**config.mk**
```make
export PLATFORM = sky130hd
export DESIGN_NAME = controlador_interrupcao
export DESIGN_NICKNAME = d
export VERILOG_FILES = /design/src/rtl/cpu_pkg.sv /design/src/rtl/sincronizador_borda.sv /design/src/rtl/controlador_interrupcao.sv
export SDC_FILE = /design/constraint.sdc
export NUM_CORES = 1
export LEC_CHECK = 0
export ABC_AREA = 1
export CORE_ASPECT_RATIO = 1.2
export CORE_MARGIN = 10
export CORE_UTILIZATION = 44
export CTS_CLUSTER_SIZE = 25
export DETAILED_ROUTE_END_ITERATION = 8
export PLACE_DENSITY = 0.82
export SYNTH_ARGS = -nofsm -noshare
export SYNTH_HDL_FRONTEND = slang
export SYNTH_SLANG_ARGS = --single-unit
```
**constraint.sdc**
```tcl
create_clock -name clock -period 1.7 [get_ports clock]
set_input_delay 0.34 -clock clock [delete_from_list [all_inputs] [get_ports clock]]
set_output_delay 0.34 -clock clock [all_outputs]
set_load 0.1 [all_outputs]
```
**src/rtl/cpu_pkg.sv**
```systemverilog
// Shared CPU definitions: interrupt type codes, the kernel/user
// execution state and the default OS entry vector.
package cpu_pkg;

    typedef enum logic [1:0] {
        INT_NONE  = 2'd0,
        INT_TIMER = 2'd1,
        INT_KBD   = 2'd2,
        INT_HALT  = 2'd3
    } int_type_e;

    typedef enum logic {
        KERNEL = 1'b0,
        USER   = 1'b1
    } exec_state_e;

    localparam logic [31:0] OS_VECTOR_DEFAULT = 32'd0;

endpackage

```
**src/rtl/sincronizador_borda.sv**
```systemverilog
// Synchronizes an asynchronous level into the clock domain through
// STAGES flops and flags its rising edge for one cycle.
//   clock    in   system clock
//   reset_n  in   asynchronous active-low reset
//   async_in in   asynchronous level
//   rise     out  1 for one cycle after a synchronized 0->1 transition
module sincronizador_borda #(
    parameter int unsigned STAGES = 2
) (
    input  logic clock,
    input  logic reset_n,
    input  logic async_in,
    output logic rise
);

    logic [STAGES-1:0] sync_q, sync_d;
    logic              prev_q, prev_d;

    always_comb begin
        sync_d    = '0;
        sync_d[0] = async_in;
        for (int unsigned i = 1; i < STAGES; i++) begin
            sync_d[i] = sync_q[i-1];
        end
        prev_d = sync_q[STAGES-1];
    end

    always_ff @(posedge clock or negedge reset_n) begin
        if (!reset_n) begin
            sync_q <= '0;
            prev_q <= 1'b0;
        end else begin
            sync_q <= sync_d;
            prev_q <= prev_d;
        end
    end

    assign rise = sync_q[STAGES-1] & ~prev_q;

endmodule

```
**src/rtl/controlador_interrupcao.sv**
```systemverilog
// Interrupt controller: switches the CPU between kernel and user
// execution, owns the preemption timer, latches timer/keyboard requests,
// arbitrates them with user halt and redirects the PC to the OS vector.
//   clock, reset_n      clock and asynchronous active-low reset
//   set_clock, quantum  reload the preemption timer (0 disables it)
//   halt                halt decoded this cycle
//   os_jump_to          OS dispatches to the user process
//   cpu_stall           CPU frozen waiting for IN/OUT
//   keyboard_ready      asynchronous keyboard data-available level
//   pc_next             PC the CPU would load at this edge
//   irq_take            PC loads os_vector at this edge (combinational)
//   os_vector           OS entry address
//   saved_pc            resume PC of the interrupted process
//   interr_type         0 none, 1 timer, 2 keyboard, 3 process halt
//   in_kernel           1 while in kernel state (interrupts masked)
//   timer_count         current countdown value
module controlador_interrupcao
    import cpu_pkg::*;
#(
    parameter int unsigned            DATA_WIDTH = 32,
    parameter logic [DATA_WIDTH-1:0]  OS_VECTOR  = DATA_WIDTH'(OS_VECTOR_DEFAULT),
    parameter int unsigned            KBD_SYNC   = 2
) (
    input  logic                  clock,
    input  logic                  reset_n,
    input  logic                  set_clock,
    input  logic [DATA_WIDTH-1:0] quantum,
    input  logic                  halt,
    input  logic                  os_jump_to,
    input  logic                  cpu_stall,
    input  logic                  keyboard_ready,
    input  logic [DATA_WIDTH-1:0] pc_next,
    output logic                  irq_take,
    output logic [DATA_WIDTH-1:0] os_vector,
    output logic [DATA_WIDTH-1:0] saved_pc,
    output logic [1:0]            interr_type,
    output logic                  in_kernel,
    output logic [DATA_WIDTH-1:0] timer_count
);

    exec_state_e           state_q, state_d;
    logic [DATA_WIDTH-1:0] timer_count_q, timer_count_d;
    logic [DATA_WIDTH-1:0] saved_pc_q, saved_pc_d;
    int_type_e             interr_type_q, interr_type_d;
    logic                  timer_pending_q, timer_pending_d;
    logic                  kbd_pending_q, kbd_pending_d;

    logic      kbd_rise;
    logic      take;
    logic      tick;
    logic      expire;
    int_type_e winner;

    sincronizador_borda #(
        .STAGES(KBD_SYNC)
    ) u_sync_kbd (
        .clock   (clock),
        .reset_n (reset_n),
        .async_in(keyboard_ready),
        .rise    (kbd_rise)
    );

    always_comb begin
        state_d         = state_q;
        timer_count_d   = timer_count_q;
        saved_pc_d      = saved_pc_q;
        interr_type_d   = interr_type_q;
        timer_pending_d = timer_pending_q;
        kbd_pending_d   = kbd_pending_q;

        take = (state_q == USER) & ~cpu_stall
             & (halt | timer_pending_q | kbd_pending_q);

        if (halt)                 winner = INT_HALT;
        else if (timer_pending_q) winner = INT_TIMER;
        else                      winner = INT_KBD;

        // Reload has priority over counting, so an expiry in the reload
        // cycle is swallowed.
        tick   = (state_q == USER) & ~cpu_stall & (timer_count_q != '0);
        expire = ~set_clock & tick & (timer_count_q == DATA_WIDTH'(1));

        if (set_clock)  timer_count_d = quantum;
        else if (tick)  timer_count_d = timer_count_q - DATA_WIDTH'(1);

        // Clear first, then set, so a simultaneous set wins.
        if (take && winner == INT_TIMER) timer_pending_d = 1'b0;
        if (expire)                      timer_pending_d = 1'b1;
        if (take && winner == INT_KBD)   kbd_pending_d   = 1'b0;
        if (kbd_rise)                    kbd_pending_d   = 1'b1;

        if (take) begin
            saved_pc_d    = pc_next;
            interr_type_d = winner;
        end

        case (state_q)
            KERNEL:  if (os_jump_to) state_d = USER;
            USER:    if (take)       state_d = KERNEL;
            default: state_d = KERNEL;
        endcase
    end

    always_ff @(posedge clock or negedge reset_n) begin
        if (!reset_n) begin
            state_q         <= KERNEL;
            timer_count_q   <= '0;
            saved_pc_q      <= '0;
            interr_type_q   <= INT_NONE;
            timer_pending_q <= 1'b0;
            kbd_pending_q   <= 1'b0;
        end else begin
            state_q         <= state_d;
            timer_count_q   <= timer_count_d;
            saved_pc_q      <= saved_pc_d;
            interr_type_q   <= interr_type_d;
            timer_pending_q <= timer_pending_d;
            kbd_pending_q   <= kbd_pending_d;
        end
    end

    assign irq_take    = take;
    assign os_vector   = OS_VECTOR;
    assign saved_pc    = saved_pc_q;
    assign interr_type = interr_type_q;
    assign in_kernel   = (state_q == KERNEL);
    assign timer_count = timer_count_q;

endmodule

```
==> summary.md, run 1 <==
| Metric | Value |
|---|---|
| Status | finished, violations left |
| Failing checks | hold timing, setup timing |
| Yosys top cell by area | dfrtp_1 |
| Register area share after synthesis | 43.5% |
| Fraction of layout cells with a size suffix above 1 | 42.3% |
| CP arrival | 2120 ps |
| Worst min path class | in -> async |
| #FFs+latches synth | 72 |
| Cell with the most instances after synthesis | nand2_1 |
| Syn-to-layout area delta | 90.8% |
| Setup TNS | -4910 ps |
| Routed WL per cell | 19.3 um |
| Multi-input gate area | 2610 um2 |
| Die Span X | 109 um |
| Clock-pin slew on the worst setup and hold paths | 90 ps |
| Clock buffer depth | 2 |
| Power Dens Cells | 1390 nW/um2 |
| P_leak | 3.89 nW |
| Clk sinks | 72 |
| Req. time, crit path | 1940 ps |
| Max IR drop VDD | 0.00123 V |
| Seq. cell area | 1860 um2 |
| Max Slew Vio Count | 0 |
| Endpoints failing hold | 17 |
| DR pass1 iterations | 5 |
| GRT overflow | 0 |
| WS Path Type | reg -> reg |
| Synth top cells by count | 233 x nand2_1, 72 x dfrtp_1, 61 x nor2_1 |
| YS warnings | 0 |
| Net count reported at finish | 872 |
| DR vias | 4814 |
| Pin count of the biggest net entering global routing | 41 |
| Slew HR | 61.4% |
| Vias in the first global route | 4977 |
| Startpoint class of the critical path | register |
| Instance count of the mapped netlist | 570 |
| Worst Max-Slew Pin Slew | 579 ps |
| Initial antenna violation count | 0 |
| 1st-iter DRT viols | 274 |
| Tightest hold margin | -22.4 ps |
| Post-synth EDFFs | 0 |
| Clock latency on the worst-skew pair | 350 ps |
| Worst setup margin | -179 ps |
| Worst Skew | 12.0 ps |
| Number of diodes | 0 |
| Min Tclk post-route | 1880 ps |
| ANT nets after route | 0 |
| # DRC | 0 |
| Starting Density | 45.4% |
| Final Wtd Congestion | 0.975 |
| DR vias/cell | 5.21 |
| H-tree Lvls | 3 |
| Die ar. | 13700 um2 |
| Share of the synthesized area in the top cell type | 43.5% |
| Mapped Avg Cell Area | 7.27 um2 |
| Unrepaired setup endpoints after global routing | yes |
| Overall die height | 126 um |
| CTS tree | built |
| Fin crit share | 111% |
| Core area | 9130 um2 |
| Clk root buf | clkbuf_8 |
| Mapped cell area | 4140 um2 |
| Setup violators final | 34 |
| # IOs | 171 |
| Fmax | 0.532 GHz |
| First-pass GRT wire length | 26400 um |
| Synth cell types | 29 |
| Top_reg_cell synth | dfrtp_1 |
| Synth top area cells | dfrtp_1 44%, nand2_1 21%, nand3_1 6.6%, buf_4 6.3%, nor2_1 5.5% |
| WL final | 17800 um |
| Max cap viols | 0 |
| CP endpoint kind | register |
| Gr usage total | 24.4% |
| Total CTS buffers | 9 |
| CTS hold repair buffers | 0 |
| Fill cell count | 493 |
| Row Count | 38 |
| Max FO, Critical Path | 8 |
| IO Port Bufs | 138 |
| Async set or reset register ratio after synthesis | 100% |
| Hpwl dp | 12000 um |
[report_power, final]
group	total, mW	leakage, nW	switching [mW]	internal, mW
sequential	2.57	0.839	0.447	2.12
combinational	7.09	2.96	4.62	2.47
clock	1.36	0.0895	0.676	0.680
total	11.0	3.89	5.74	5.28
[critical path, cell delays in order, from the launching register on]
cell       delay [ps]
dfrtp_4           520
inv_4              80
ha_4              160
nand2_4            70
nor2_4            130
nand2_4            70
buf_6             120
o21bai_4          180
nor2_4            100
clkbuf_16         200
nand2_4            70
nand3_2            60
[routing by layer]
layer / GRT usage (%) / routed length (um) / vias to the layer above
met5: 0 / 0 / -
met4: 9.56 / 629 / 0
met3: 8.42 / 1820 / 50
met2: 42.4 / 9190 / 290
met1: 26.3 / 6190 / 2311
li1: - / - / 2163
[kinds of logic after synthesis]
logic type / share of synthesized area (%)
and+or+nand+nor: 37.5
buffers and inverters: 11.0
DFF: 43.5
AOI/OAI and AO/OA: 3.26
xor gates and xnor gates: 3.81
adders and majority gates: 0.604
other: 0.0905
muxes: 0.242
[per-stage QoR]
stage / setup slack (ps) / util [%] / area [um2] / instances / total power, mW
finish: -179 / 86.6 / 7900 / 924 / 11.0
detailed placement: -155 / 75.5 / 6900 / 887 / 9.11
CTS: -126 / 83.9 / 7660 / 921 / 10.8
global placement: -94.3 / 75.5 / 6900 / 887 / 9.00
global route: -231 / 86.6 / 7900 / 924 / 11.4
floorplan: -272 / - / 4430 / 601 / 6.43
[layout make-up]
type                    count  share of cell area (%)
clock buffers              11                    1.66
clock inverters             5                   0.744
inverters                  30                    1.54
multi-input cells         450                    33.0
flip-flops and latches     72                    23.5
well taps                 120                    1.90
repair buffers            236                    37.6
[cell usage in the layout, fill, tap and decap left out, types with 21 or more instances in the layout]
master,netlist,layout
clkdlybuf4s50_1,0,69
nor2_1,61,41
conb_1,1,32
dfrtp_1,72,40
nand3_1,55,26
nand2_4,0,25
buf_4,35,82
dfrtp_2,0,26
nand2_2,4,21
nand3_2,0,29
nand2_1,233,190
buf_12,0,74
inv_1,30,26
[what timing repair did]
item,in CTS,in global routing
gates cloned,5,1
setup endpoints to repair,33,63
pin swaps,9,18
buffers inserted,13,3
resized for setup,85,69
hold endpoints to repair,0,0
[state kept, by name (all words and copies together) (netlist names)]
register           cells
interr_type            2
kbd_pending_q          1
saved_pc              32
state_q                1
timer_count           32
timer_pending_q        1
u_sync_kbd.prev_q      1
u_sync_kbd.sync_q      2
[worst paths after layout]
kind / from / to / slack [ps] / cells after the start
max in group asynchronous: reset_n / saved_pc[11]$_DFFE_PN0P_ / 1140 / 2
min in group clock: u_sync_kbd.sync_q[0]$_DFF_PN0_ / u_sync_kbd.sync_q[1]$_DFF_PN0_ / 350 / 0
hold reg to reg: u_sync_kbd.sync_q[0]$_DFF_PN0_ / u_sync_kbd.sync_q[1]$_DFF_PN0_ / 350 / 0
setup reg to reg: timer_count[1]$_DFFE_PN0P_ / timer_count[9]$_DFFE_PN0P_ / -180 / 11
hold / removal: reset_n / timer_count[17]$_DFFE_PN0P_ / -20 / 1
setup / recovery: timer_count[1]$_DFFE_PN0P_ / timer_count[9]$_DFFE_PN0P_ / -180 / 11
Power figures use the tool's default switching activity.
==> inputs of run 2 (changes only) <==
--- a/config.mk
+++ b/config.mk
@@ -11,7 +11,8 @@
 export CORE_UTILIZATION = 44
 export CTS_CLUSTER_SIZE = 25
 export DETAILED_ROUTE_END_ITERATION = 8
-export PLACE_DENSITY = 0.82
+export PLACE_DENSITY = 0.81
 export SYNTH_ARGS = -nofsm -noshare
 export SYNTH_HDL_FRONTEND = slang
+export SYNTH_HIERARCHICAL = 1
 export SYNTH_SLANG_ARGS = --single-unit
==> summary.md, run 2 <==
| Metric | Value |
|---|---|
| CP arrival | 1940 ps (-180 ps) |
| Most used cell, CP | nand2_1 |
| P_leak | 3.81 nW (-2.2%) |
| DR pass1 iterations | 5 (unchanged) |
| Mapped Avg Cell Area | 6.94 um2 (-4.5%) |
| Seq. cell area | 1870 um2 (+0.54%) |
| Routed WL per cell | 17.4 um (-9.8%) |
| Total CTS buffers | 9 (unchanged) |
| Grt met1 use | 23.6% (-2.7 points) |
| Total chip power | 11.7 mW (+6.4%) |
| Async set or reset register ratio after synthesis | 100% (unchanged) |
| Max FO, Critical Path | 5 (-3) |
| Clock latency on the worst-skew pair | 340 ps (about the same) |
| Pre-CTS setup slack | -294 ps (-139 ps) |
| Register area share after synthesis | 41.5% (-2.0 points) |
| Synth top area cells | dfrtp_1 42%, nand2_1 24%, buf_4 5.7%, nor2_1 5.5%, nand3_1 5.4% |
| Min Tclk post-route | 1720 ps (-158 ps) |
| Clock-pin slew on the worst setup and hold paths | 60 ps (-30 ps) |
| Worst Skew | 4.81 ps (-7.16 ps) |
| Gr usage total | 22.1% (-2.2 points) |
| Cell with the most instances after synthesis | nand2_1 |
| Final Wtd Congestion | 0.903 (-7.4%) |
| Commonest non-fill, non-tap cell in the layout | nand2_1 |
| Clk root buf | clkbuf_16 |
| Die Span X | 111 um (+1.9%) |
| Vias in the first global route | 5196 (+4.4%) |
| Met2 GRT Util | 38.8% (-3.6 points) |
| Share of the synthesized area in the top cell type | 41.5% (-2.0 points) |
| Top_reg_cell synth | dfrtp_1 |
| Mapped cell area | 4340 um2 (+4.7%) |
| Max cap viols | 0 (unchanged) |
| GRT busiest layer | met2 |
| Non-filler instance count after layout | 969 (+4.9%) |
| Fraction of layout cells with a size suffix above 1 | 35.6% (-6.7 points) |
| Slowest CP cell | dfrtp_4 |
| Startpoint class of the critical path | register |
| Status | finished, violations left |
| Worst min path class | in -> async |
| Number of diodes | 0 (unchanged) |
| Initial antenna violation count | 0 (unchanged) |
| Max IR drop VDD | 0.00120 V (-2.9%) |
| DR vias | 4981 (+3.5%) |
| CP endpoint kind | register |
| Clk sinks | 72 (unchanged) |
| Req. time, crit path | 1920 ps (-20 ps) |
| Post-DP Area | 6990 um2 (+1.3%) |
| Unrepaired setup endpoints after global routing | yes |
| Overall die height | 129 um (+2.0%) |
| Synth top cells by count | 276 x nand2_1, 72 x dfrtp_1, 63 x nor2_1 |
| Max Slew Vio Count | 0 (unchanged) |
| # DRC | 0 (unchanged) |
| Synth cell types | 31 (+6.9%) |
| WS Path Type | reg -> reg |
| Power Dens Cells | 1500 nW/um2 (+7.8%) |
| Multi-input gate area | 2510 um2 (-3.8%) |
| Instance count of the mapped netlist | 625 (+9.6%) |
| Post-synth EDFFs | 0 (unchanged) |
| Endpoints failing hold | 0 (-17) |
| Starting Density | 45.3% (about the same) |
| H-tree Lvls | 3 (unchanged) |
| 1st-iter DRT viols | 517 (+89%) |
| Syn-to-layout area delta | 79.9% |
| Yosys top cell by area | dfrtp_1 |
| Fmax | 0.581 GHz (+9.2%) |
| Util after Layout | 81.6% (-5.0 points) |
| ANT nets after route | 0 (unchanged) |
| Largest stage delay, worst path | 490 ps (-30 ps) |
| Tightest hold margin | 33.2 ps (+55.5 ps) |
| Pin count of the biggest net entering global routing | 73 (+78%) |
| Fill cell count | 545 (+11%) |
| Failing checks | setup timing |
| Setup violators final | 4 (-88%) |
| # IOs | 171 (unchanged) |
| Clock buffer depth | 2 (unchanged) |
| DP Cell Count | 930 (+4.8%) |
| #FFs+latches synth | 72 (unchanged) |
| Row Count | 39 (+2.6%) |
| Die ar. | 14200 um2 (+3.9%) |
| WL final | 16900 um (-5.4%) |
| YS warnings | 6 (+6) |
| First-pass GRT wire length | 26000 um (-1.8%) |
| Design area | 7800 um2 (-1.3%) |
| Worst setup margin | -21.0 ps (+158 ps) |
| Hpwl dp | 12000 um (+0.35%) |
| GR met3 Demand/Resource | 6.88% (-1.5 points) |
| Fin crit share | 101% (-9.3 points) |
| Commonest non-fill, non-tap cells in the layout | 263 x nand2_1, 76 x buf_12, 73 x buf_4, 69 x clkdlybuf4s50_1, 41 x nor2_1 |
| IO Port Bufs | 138 (unchanged) |
| GRT overflow | 0 (unchanged) |
| Crit-path cells | buf_4 -> nor2_2 -> nand2_1 -> nor2_2 -> nand2_1 -> o21ai_0 -> nand2_1 -> nand2_1 -> nand3_2 |
| CTS tree | built |
| Setup TNS | -49.6 ps (+4860 ps) |
| DR vias/cell | 5.14 (-1.3%) |
| Net count reported at finish | 914 (+4.8%) |
| Core area | 9560 um2 (+4.8%) |
==> run 2: cell count changes after synthesis, sizes merged, moves of 6 or more <==
cell,previous run,this run
inv,30,44
o21ai,15,26
nand3,55,48
xnor2,9,2
nand2,237,280
nor2,70,76
==> run 2: power by group <==
group          switching [mW]  leakage, nW  internal (mW)
clock                   0.712        0.129           1.07
sequential              0.474        0.841           2.15
combinational            4.78         2.84           2.54
total                    5.96         3.81           5.76
==> run 2: cell families (layout without fill, tap and decap cells) <==
kind of cell / Yosys count / in the layout / synth area share [%]
other: 1 / 32 / 0.0865
buffers and inverters: 95 / 282 / 11.8
AND/OR/NAND/NOR: 419 / 422 / 40.2
XOR/XNOR: 6 / 6 / 1.21
flip-flops: 72 / 72 / 41.5
AO/OA/AOI/OAI: 29 / 29 / 4.39
multiplexers: 1 / 1 / 0.231
adder cells (fa/ha/maj): 2 / 2 / 0.577
==> run 2: per-layer routing <==
layer / vias up / routed length [um] / share of wire (%)
met5: - / 0 / 0
met4: 0 / 651 / 3.9
met3: 63 / 1380 / 8.2
met2: 267 / 8560 / 51
met1: 2343 / 6270 / 37
li1: 2308 / - / -
==> run 2: what timing repair did <==
item,CTS,global route
pin swaps,8,18
hold buffers,0,0
setup buffers,5,14
hold endpoints to repair,0,0
setup endpoints to repair,34,34
cloned,1,3
resized for setup,17,66
==> run 2: area by class of cell <==
class,count,share of cell area (%)
well taps,123,1.97
multi-input cells,492,32.2
repair buffers,222,36.1
clock buffers,14,3.38
inverters,44,2.26
clock inverters,2,0.192
flip-flops and latches,72,23.9
==> run 2: worst paths after layout <==
path	slack [ps]	startpoint	cells after the start	endpoint
max reg2reg	-20	timer_count[18]$_DFFE_PN0P_	9	timer_count[27]$_DFFE_PN0P_
min in group clock	360	u_sync_kbd/sync_q[0]$_DFF_PN0_	0	u_sync_kbd/sync_q[1]$_DFF_PN0_
max	-20	timer_count[18]$_DFFE_PN0P_	9	timer_count[27]$_DFFE_PN0P_
min reg2reg	360	u_sync_kbd/sync_q[0]$_DFF_PN0_	0	u_sync_kbd/sync_q[1]$_DFF_PN0_
min	30	reset_n	2	saved_pc[28]$_DFFE_PN0P_
max in group asynchronous	1310	reset_n	2	timer_count[18]$_DFFE_PN0P_
==> run 2: critical path, delay by kind of cell (launching register included) <==
| family | cells | cell delay, ps |
|---|---|---|
| flip-flops | 1 | 490 |
| AND/OR/NAND/NOR | 7 | 780 |
| AO/OA/AOI/OAI | 1 | 150 |
| buffers and inverters | 1 | 180 |
==> inputs of run 3 (changes only) <==
--- a/config.mk
+++ b/config.mk
@@ -7,7 +7,7 @@
 export LEC_CHECK = 0
 export ABC_AREA = 1
 export CORE_ASPECT_RATIO = 1.2
-export CORE_MARGIN = 10
+export CORE_MARGIN = 3
 export CORE_UTILIZATION = 44
 export CTS_CLUSTER_SIZE = 25
 export DETAILED_ROUTE_END_ITERATION = 8
==> constraint.sdc (replaced) <==
create_clock -name clock -period 1.85 [get_ports clock]
set_input_delay 0.37 -clock clock [delete_from_list [all_inputs] [get_ports clock]]
set_output_delay 0.37 -clock clock [all_outputs]
set_load 0.1 [all_outputs]
==> summary.md, run 3 (same netlist as run 2, synthesis figures left out) <==
| Metric | Value |
|---|---|
| Status | finished, violations left |
| Failing checks | setup timing |
| Number of diodes | 0 (unchanged) |
| Overall die height | 115 um (-11%) |
| P_leak | 3.57 nW (-6.1%) |
| DR pass1 iterations | 5 (unchanged) |
| ANT nets after route | 0 (unchanged) |
| CTS hold repair buffers | 0 (unchanged) |
| Max IR drop VDD | 0.000937 V (-22%) |
| Fmax | 0.535 GHz |
| Syn-to-layout area delta | 69.8% |
| Core area | 9560 um2 (unchanged) |
| Worst Skew | 8.40 ps (+3.60 ps) |
| Pin count of the biggest net entering global routing | 73 (unchanged) |
| Die ar. | 11100 um2 (-22%) |
| CTS tree | built |
| Final Wtd Congestion | 1.00 (+11%) |
| Worst min path class | in -> async |
| CP arrival | 1500 ps (-440 ps) |
| Power Dens Cells | 1420 nW/um2 (-5.3%) |
| WS Path Type | reg -> out |
| Endpoints failing hold | 0 (unchanged) |
| Worst Max-Slew Pin Slew | 603 ps |
| 1st-iter DRT viols | 254 (-51%) |
| Fin crit share | 101% |
| Vias in the first global route | 4443 (-14%) |
| Clock buffer depth | 2 (unchanged) |
| Row Count | 39 (unchanged) |
| Design area | 7360 um2 (-5.6%) |
| DR vias | 4731 (-5.0%) |
| # IOs | 171 (unchanged) |
| CP endpoint kind | primary output |
| GRT overflow | 0 (unchanged) |
| Fraction of layout cells with a size suffix above 1 | 28.1% (-7.5 points) |
| Initial antenna violation count | 0 (unchanged) |
| Worst setup margin | -18.8 ps (+2.24 ps) |
| Total CTS buffers | 9 (unchanged) |
| Clk sinks | 72 (unchanged) |
| Startpoint class of the critical path | register |
| Net count reported at finish | 887 (-3.0%) |
| Setup TNS | -18.8 ps (+30.9 ps) |
| Die Span X | 96.6 um (-13%) |
| Commonest non-fill, non-tap cell in the layout | nand2_1 |
| Post-DP Area | 6750 um2 (-3.4%) |
| DR vias/cell | 5.02 (-2.3%) |
| WL final | 14700 um (-13%) |
| Clock latency on the worst-skew pair | 350 ps (about the same) |
| Max Slew Vio Count | 0 (unchanged) |
| Starting Density | 45.3% (unchanged) |
| Gr usage total | 25.3% (+3.1 points) |
| Req. time, crit path | 1480 ps (-440 ps) |
| First-pass GRT wire length | 22400 um (-14%) |
| Slew HR | 59.8% |
| Max FO, Critical Path | 3 (-2) |
| Clock-pin slew on the worst setup and hold paths | 60 ps (about the same) |
| Unrepaired setup endpoints after global routing | yes |
| IO Port Bufs | 138 (unchanged) |
| Commonest non-fill, non-tap cells in the layout | 270 x nand2_1, 74 x buf_12, 69 x clkdlybuf4s50_1, 54 x nor2_1, 50 x buf_4 |
| H-tree Lvls | 3 (unchanged) |
| Min Tclk post-route | 1870 ps |
| Max cap viols | 0 (unchanged) |
| Routed WL per cell | 15.6 um (-10%) |
| # DRC | 0 (unchanged) |
| Setup violators final | 1 (-3) |
| Util after Layout | 77.0% (-4.6 points) |
| Pre-CTS setup slack | -153 ps (+141 ps) |
| Clk root buf | clkbuf_16 |
| Hpwl dp | 10800 um (-9.9%) |
## run 3: repair_timing
action                                  CTS  global route
setup buffers                             3            13
cloned                                    0             3
pin swaps                                 1             7
hold endpoints to repair                  0             0
gates resized for setup                   1            31
endpoints found under the setup margin    8            34
## run 3: area by class of cell
type	count	area, um2
clock buffer	9	225
clock inverter	7	61.3
fill	660	2200
inverter	44	176
multi-input combinational	490	2290
sequential	72	1850
tap	123	154
timing repair buffer	197	2610
## run 3: routing by layer
layer | vias up | track usage (%) | share of wire (%)
met5 | - | 0 | 0
met4 | 0 | 9.55 | 2.6
met3 | 34 | 5.76 | 6.5
met2 | 236 | 44.3 | 52
met1 | 2211 | 30.5 | 39
li1 | 2250 | - | -
## run 3: stage by stage
stage / hold slack, ps / total power [mW] / cells
after detailed placement: 336 / 8.57 / 907
final: 48.3 / 10.5 / 942
after CTS: 75.9 / 10.3 / 926
after global routing: 85.8 / 10.9 / 942
after global placement: 338 / 8.45 / 907
after floorplan: 74.4 / 6.18 / 656
## run 3: worst max-delay path: stages, from the launching register on
cell,delay (ps)
dfrtp_1,430
clkinvlp_4,150
nor2_4,140
inv_4,60
a21oi_4,180
buf_12,200
## run 3: final timing paths
kind	cells after the start	from	slack, ps	end
setup / recovery	5	state_q$_DFF_PN0_	-20	irq_take
hold / removal	2	reset_n	50	saved_pc[25]$_DFFE_PN0P_
setup reg to reg	11	timer_count[1]$_DFFE_PN0P_	40	timer_count[15]$_DFFE_PN0P_
hold reg to reg	0	u_sync_kbd/sync_q[0]$_DFF_PN0_	350	u_sync_kbd/sync_q[1]$_DFF_PN0_
max in group asynchronous	2	reset_n	1440	timer_count[0]$_DFFE_PN0P_
min in group clock	0	u_sync_kbd/sync_q[0]$_DFF_PN0_	350	u_sync_kbd/sync_q[1]$_DFF_PN0_
## run 3: report_power, final
| part | switching (mW) | internal (mW) |
|---|---|---|
| Clock | 0.750 | 0.933 |
| Sequential | 0.465 | 1.96 |
| Combinational | 4.21 | 2.16 |
| Total | 5.42 | 5.06 |
